$ cat config.mk
export PLATFORM = sky130hd
export DESIGN_NAME = sram_frame_arbiter
export DESIGN_NICKNAME = d
export VERILOG_FILES = /design/src/rtl/sram_arb_pkg.sv /design/src/rtl/sram_arb_select.sv /design/src/rtl/sram_frame_arbiter.sv
export SDC_FILE = /design/constraint.sdc
export NUM_CORES = 1
export LEC_CHECK = 0
export ABC_CLOCK_PERIOD_IN_PS = 4500
export BUFFER_PORTS_ARGS = -buffer_cell sky130_fd_sc_hd__buf_2
export CORE_MARGIN = 4
export CORE_UTILIZATION = 49
export DETAILED_ROUTE_END_ITERATION = 12
export HOLD_SLACK_MARGIN = 0.05
export PLACE_DENSITY = 0.85
export SYNTH_ARGS = -nofsm -noshare
export SYNTH_HDL_FRONTEND = slang
export SYNTH_HIERARCHICAL = 1
export SYNTH_SLANG_ARGS = --single-unit
$ cat constraint.sdc
create_clock -name clk -period 4.5 [get_ports clk]
set_clock_uncertainty 0.05 [all_clocks]
set_input_delay 0.225 -clock clk [delete_from_list [all_inputs] [get_ports clk]]
set_output_delay 0.225 -clock clk [all_outputs]
set_load 0.02 [all_outputs]
$ cat src/rtl/sram_arb_pkg.sv
// Shared types and constants for the SRAM frame arbiter: FSM states,
// owner codes, request-vector bit positions and the full byte-enable mask.
package sram_arb_pkg;

    typedef enum logic [1:0] {
        IDLE   = 2'd0,
        SETUP  = 2'd1,
        ACCESS = 2'd2,
        DONE   = 2'd3
    } arb_state_t;

    localparam logic [1:0] OWN_NONE = 2'd0;
    localparam logic [1:0] OWN_DISP = 2'd1;
    localparam logic [1:0] OWN_VID  = 2'd2;
    localparam logic [1:0] OWN_CPU  = 2'd3;

    localparam int unsigned REQ_DISP = 0;
    localparam int unsigned REQ_VID  = 1;
    localparam int unsigned REQ_CPU  = 2;
    localparam int unsigned N_REQ    = 3;

    localparam logic [1:0] BE_ALL = 2'b11;

endpackage

$ cat src/rtl/sram_arb_select.sv
// Grant selection for the SRAM arbiter: display always wins; video/CPU are
// fixed-priority by default, or round-robin when SRAM_ARB_RR_EN is defined.
module sram_arb_select
    import sram_arb_pkg::*;
(
    input  logic [N_REQ-1:0] req,
    input  logic             rr_ptr,
    output logic [N_REQ-1:0] grant,
    output logic             rr_ptr_nxt
);

    always_comb begin
        grant      = '0;
        rr_ptr_nxt = rr_ptr;
`ifdef SRAM_ARB_RR_EN
        // rr_ptr = 0 favours video, 1 favours CPU; it flips to the other port after each grant
        if (req[REQ_DISP]) begin
            grant[REQ_DISP] = 1'b1;
        end else if (req[REQ_VID] && (!req[REQ_CPU] || !rr_ptr)) begin
            grant[REQ_VID] = 1'b1;
            rr_ptr_nxt     = 1'b1;
        end else if (req[REQ_CPU]) begin
            grant[REQ_CPU] = 1'b1;
            rr_ptr_nxt     = 1'b0;
        end
`else
        if (req[REQ_DISP]) begin
            grant[REQ_DISP] = 1'b1;
        end else if (req[REQ_VID]) begin
            grant[REQ_VID] = 1'b1;
        end else if (req[REQ_CPU]) begin
            grant[REQ_CPU] = 1'b1;
        end
`endif
    end

endmodule

$ cat src/rtl/sram_frame_arbiter.sv
// Three-port async SRAM arbiter (display read, video write, CPU read/write) with
// registered strobes and DQ enable. Define SRAM_ARB_RR_EN for video/CPU round-robin.
module sram_frame_arbiter
    import sram_arb_pkg::*;
#(
    parameter int unsigned ADDR_W = 20,
    parameter int unsigned DATA_W = 16,
    parameter int unsigned BE_W   = 2
) (
    input  logic              clk,
    input  logic              reset_n,
    input  logic              disp_req,
    input  logic [ADDR_W-1:0] disp_addr,
    output logic              disp_ack,
    input  logic              vid_req,
    input  logic [ADDR_W-1:0] vid_addr,
    input  logic [DATA_W-1:0] vid_wdata,
    output logic              vid_ack,
    input  logic              cpu_req,
    input  logic              cpu_we,
    input  logic [ADDR_W-1:0] cpu_addr,
    input  logic [DATA_W-1:0] cpu_wdata,
    input  logic [BE_W-1:0]   cpu_be,
    output logic              cpu_ack,
    output logic [DATA_W-1:0] rd_data,
    output logic [1:0]        owner,
    output logic [ADDR_W-1:0] sram_addr,
    output logic [DATA_W-1:0] sram_dq_out,
    output logic              sram_dq_oe,
    input  logic [DATA_W-1:0] sram_dq_in,
    output logic              sram_ce_n,
    output logic              sram_oe_n,
    output logic              sram_we_n,
    output logic              sram_lb_n,
    output logic              sram_ub_n
);

    arb_state_t        state, state_nxt;
    logic [1:0]        cur_own, nxt_own;
    logic              cur_we, nxt_we;
    logic [BE_W-1:0]   cur_be, nxt_be;
    logic [ADDR_W-1:0] nxt_addr;
    logic [DATA_W-1:0] nxt_wdata;
    logic              rr_ptr, rr_ptr_nxt;
    logic [N_REQ-1:0]  req_vec, req_masked, grant;
    logic              take;

    logic ce_n_nxt, oe_n_nxt, we_n_nxt, lb_n_nxt, ub_n_nxt, dq_oe_nxt;
    logic disp_ack_nxt, vid_ack_nxt, cpu_ack_nxt;
    logic [1:0] owner_nxt;

    assign req_vec = {cpu_req, vid_req, disp_req};
    assign take    = |grant;

    // Arbitration only happens in IDLE and DONE; in DONE the finishing owner is
    // masked because its request is still held during its ack cycle.
    always_comb begin
        req_masked = '0;
        if (state == IDLE) begin
            req_masked = req_vec;
        end else if (state == DONE) begin
            req_masked = req_vec;
            case (cur_own)
                OWN_DISP: req_masked[REQ_DISP] = 1'b0;
                OWN_VID:  req_masked[REQ_VID]  = 1'b0;
                OWN_CPU:  req_masked[REQ_CPU]  = 1'b0;
                default:  ;
            endcase
        end
    end

    sram_arb_select u_select (
        .req        (req_masked),
        .rr_ptr     (rr_ptr),
        .grant      (grant),
        .rr_ptr_nxt (rr_ptr_nxt)
    );

    always_comb begin
        state_nxt = state;
        nxt_own   = cur_own;
        nxt_we    = cur_we;
        nxt_be    = cur_be;
        nxt_addr  = sram_addr;
        nxt_wdata = sram_dq_out;
        case (state)
            IDLE:    if (take) state_nxt = SETUP;
            SETUP:   state_nxt = ACCESS;
            ACCESS:  state_nxt = DONE;
            DONE:    state_nxt = take ? SETUP : IDLE;
            default: state_nxt = IDLE;
        endcase
        if (take) begin
            if (grant[REQ_DISP]) begin
                nxt_own   = OWN_DISP;
                nxt_we    = 1'b0;
                nxt_be    = BE_ALL;
                nxt_addr  = disp_addr;
                nxt_wdata = '0;
            end else if (grant[REQ_VID]) begin
                nxt_own   = OWN_VID;
                nxt_we    = 1'b1;
                nxt_be    = BE_ALL;
                nxt_addr  = vid_addr;
                nxt_wdata = vid_wdata;
            end else begin
                nxt_own   = OWN_CPU;
                nxt_we    = cpu_we;
                nxt_be    = cpu_be;
                nxt_addr  = cpu_addr;
                nxt_wdata = cpu_wdata;
            end
        end
    end

    // Output values are decoded from the next state so every pin is a flop output.
    always_comb begin
        ce_n_nxt     = 1'b1;
        oe_n_nxt     = 1'b1;
        we_n_nxt     = 1'b1;
        lb_n_nxt     = 1'b1;
        ub_n_nxt     = 1'b1;
        dq_oe_nxt    = 1'b0;
        disp_ack_nxt = 1'b0;
        vid_ack_nxt  = 1'b0;
        cpu_ack_nxt  = 1'b0;
        owner_nxt    = OWN_NONE;
        case (state_nxt)
            SETUP, ACCESS: begin
                ce_n_nxt  = 1'b0;
                lb_n_nxt  = ~nxt_be[0];
                ub_n_nxt  = ~nxt_be[1];
                oe_n_nxt  = nxt_we;
                dq_oe_nxt = nxt_we;
                we_n_nxt  = (state_nxt == ACCESS) ? ~nxt_we : 1'b1;
                owner_nxt = nxt_own;
            end
            DONE: begin
                owner_nxt    = nxt_own;
                disp_ack_nxt = (nxt_own == OWN_DISP);
                vid_ack_nxt  = (nxt_own == OWN_VID);
                cpu_ack_nxt  = (nxt_own == OWN_CPU);
            end
            default: ;
        endcase
    end

    always_ff @(posedge clk or negedge reset_n) begin
        if (!reset_n) begin
            state       <= IDLE;
            cur_own     <= OWN_NONE;
            cur_we      <= 1'b0;
            cur_be      <= '0;
            rr_ptr      <= 1'b0;
            sram_addr   <= '0;
            sram_dq_out <= '0;
            sram_dq_oe  <= 1'b0;
            sram_ce_n   <= 1'b1;
            sram_oe_n   <= 1'b1;
            sram_we_n   <= 1'b1;
            sram_lb_n   <= 1'b1;
            sram_ub_n   <= 1'b1;
            disp_ack    <= 1'b0;
            vid_ack     <= 1'b0;
            cpu_ack     <= 1'b0;
            owner       <= OWN_NONE;
            rd_data     <= '0;
        end else begin
            state       <= state_nxt;
            cur_own     <= nxt_own;
            cur_we      <= nxt_we;
            cur_be      <= nxt_be;
            rr_ptr      <= rr_ptr_nxt;
            sram_addr   <= nxt_addr;
            sram_dq_out <= nxt_wdata;
            sram_dq_oe  <= dq_oe_nxt;
            sram_ce_n   <= ce_n_nxt;
            sram_oe_n   <= oe_n_nxt;
            sram_we_n   <= we_n_nxt;
            sram_lb_n   <= lb_n_nxt;
            sram_ub_n   <= ub_n_nxt;
            disp_ack    <= disp_ack_nxt;
            vid_ack     <= vid_ack_nxt;
            cpu_ack     <= cpu_ack_nxt;
            owner       <= owner_nxt;
            if (state == ACCESS && !cur_we) begin
                rd_data <= sram_dq_in;
            end
        end
    end

endmodule

==> impl_metrics.py <==
metrics = {
    "synth": {
        "synth.avg_cell_area_um2": 11.8,
        "syn_nets": 420,
        "synthCells": 298,
        "ys_warn_count": 6,
        "synth_area_um2": 3510,
    },
    "cts": {
        "clock_sinks": 70,
        "cts_buffer_depth": 2,
        "htree_levels": 3,
        "root_buffer": "clkbuf_8",
        "cts.clk_slew.worst_paths_ns": 0.08,
        "worstSkewPairLatency_ns": 0.33,
        "cts-resized-gates": 0,
        "numCtsBuffers": 9,
        "cts_tree": "yes",
    },
    "floorplanning": {
        "coreArea_um2": 6870,
        "num_io_pins": 179,
        "core.rowCount": 30,
        "start_util_pct": 51.1,
        "die_w_um": 92.7,
        "die-area_um2": 8590,
        "die_h_um": 92.7,
    },
    "timing": {
        "max_freq_mhz": 362,
        "slew_headroom_pct": 42.5,
        "post-route-min-period_ns": 2.76,
        "rsz0062_at_grt": "no",
        "setup_viol": 0,
        "maxSlewViolCount": 0,
        "hold_viol_final": 0,
        "fin_tns_setup_ns": 0,
        "finalCritPeriodShare_pct": 61.3,
        "worst_slew_pin_slew_ns": 0.863,
    },
    "grt": {
        "gr-total-overflow": 0,
        "antenna_found_initial": 0,
        "grt_max_degree": 71,
        "grt_pass1_vias": 2920,
        "grt_use_total_pct": 19.9,
        "grt_pass1_wl_um": 13500,
    },
    "final_layout": {
        "area_growth_syn_to_layout_pct": 34.0,
        "register_area_um2": 1760,
        "fin_util_pct": 68.5,
        "drive_gt1_share_pct": 48.2,
        "fillers": 548,
        "n_antenna_cell": 0,
        "nNetsFinal": 601,
        "multi_input_area_um2": 1600,
    },
    "setup_path": {
        "reg2reg_from": "state[0]",
        "worstPathMaxFanout": 40,
        "critPathRequiredTime_ns": 4.71,
        "r2r_slack_ns": 1.74,
        "r2r-end": "sram_dq_oe",
        "worst_setup_path_end_kind": "flop",
        "r2r_cells": 9,
        "critPathArrivalTime_ns": 2.97,
        "crit_type": "flop to flop",
        "crit_path_start_kind": "flop",
    },
    "pwr": {
        "power_w": 0.00355,
        "p_per_area_nw_per_um2": 755,
        "ir_drop_mv": 0.412,
        "p_leak_nw": 2.41,
    },
    "routing": {
        "vias": 2792,
        "first_pass_iters": 5,
        "ant_nets": 0,
        "routed_wl_um": 8410,
        "wl_per_cell_um": 14.5,
        "drc": 0,
        "via_per_inst": 4.82,
        "dr.first_iter.drc_count": 80,
    },
    "outcome": {
        "outcome": "complete, no violations",
    },
    "worst_hold_path": {
        "min_path_type": "input port to async pin",
    },
    "placed_design": {
        "dp_hpwl_um": 6170,
        "gp_congestion": 0.739,
        "io_buffers": 178,
    },
    "run": {
        "maxCapViolations": 0,
    },
}
## through the flow
| step | std cells | hold slack, ns | cell area (um2) | setup WS, ns |
|---|---|---|---|---|
| floorplan | 298 | -0.121 | 3510 | 2.14 |
| global placement | 559 | 0.392 | 4430 | 1.90 |
| detailed placement | 559 | 0.396 | 4430 | 1.72 |
| CTS | 579 | 0.0502 | 4710 | 1.73 |
| global route | 579 | 0.0516 | 4710 | 1.54 |
| finish | 579 | 0.0263 | 4710 | 1.74 |
## power breakdown
group | internal, W | total, W | switching (W) | leakage (nW)
Combinational | 0.000771 | 0.00191 | 0.00114 | 1.45
Sequential | 0.000957 | 0.00109 | 0.000132 | 0.848
Clock | 0.000325 | 0.000558 | 0.000233 | 0.105
## state kept, by name (all words and copies together), names as in the netlist
name         flops
cpu_ack          1
cur_be           2
cur_own          2
cur_we           1
disp_ack         1
owner            2
rd_data         16
sram_addr       20
sram_ce_n        1
sram_dq_oe       1
sram_dq_out     16
sram_lb_n        1
sram_oe_n        1
sram_ub_n        1
sram_we_n        1
state            2
vid_ack          1
## cell usage in the layout (no fill, tap or decap), types with 6 or more instances in the layout
cell,instances
a21oi_1,20
buf_2,178
buf_4,6
clkbuf_8,10
dfrtp_1,65
ha_1,6
mux2_1,32
mux2_4,20
mux2i_1,23
nand2_1,57
o21ai_1,20
## how the worst max path moves through the flow
stage,start,to,cells past startpoint
2_1_floorplan,state[0],sram_dq_oe,10
3_3_place_gp,state[0],sram_dq_oe,9
3_5_place_dp,state[0],sram_dq_oe,9
4_1_cts,state[0],sram_dq_oe,9
5_1_grt,state[0],sram_dq_oe,9
6_report,state[0],sram_dq_oe,9
## timing repair
action                                  CTS  global route
setup buffers                             0             0
hold endpoints to repair                  5             0
endpoints found under the setup margin    0             0
hold buffers                              5             0
## worst max-delay path, stage by stage, from the launching register on
cell and delay, ns:
dfrtp_1 0.40, inv_1 0.13, ha_1 0.28, a21oi_1 0.07, nor2b_1 0.25, nor2b_4 0.24
buf_4 0.52, inv_2 0.29, a21oi_1 0.29, and2_1 0.17
## cell type report
cell class,count,share of cell area (%)
Sequential cell,70,37.4
Clock buffer,10,2.92
Tap cell,96,2.55
Clock inverter,5,1.78
Inverter,5,0.399
Multi-Input combinational cell,204,34.0
Timing Repair Buffer,189,21.0
## layer usage
layer,GRT usage [%],vias to the layer above,routed length [um]
li1,-,1379,-
met1,22.2,1308,3240
met2,37.5,98,4510
met3,4.14,7,559
met4,6.35,0,95
met5,0,-,0
Note: power is estimated with default switching activity, not from simulation.
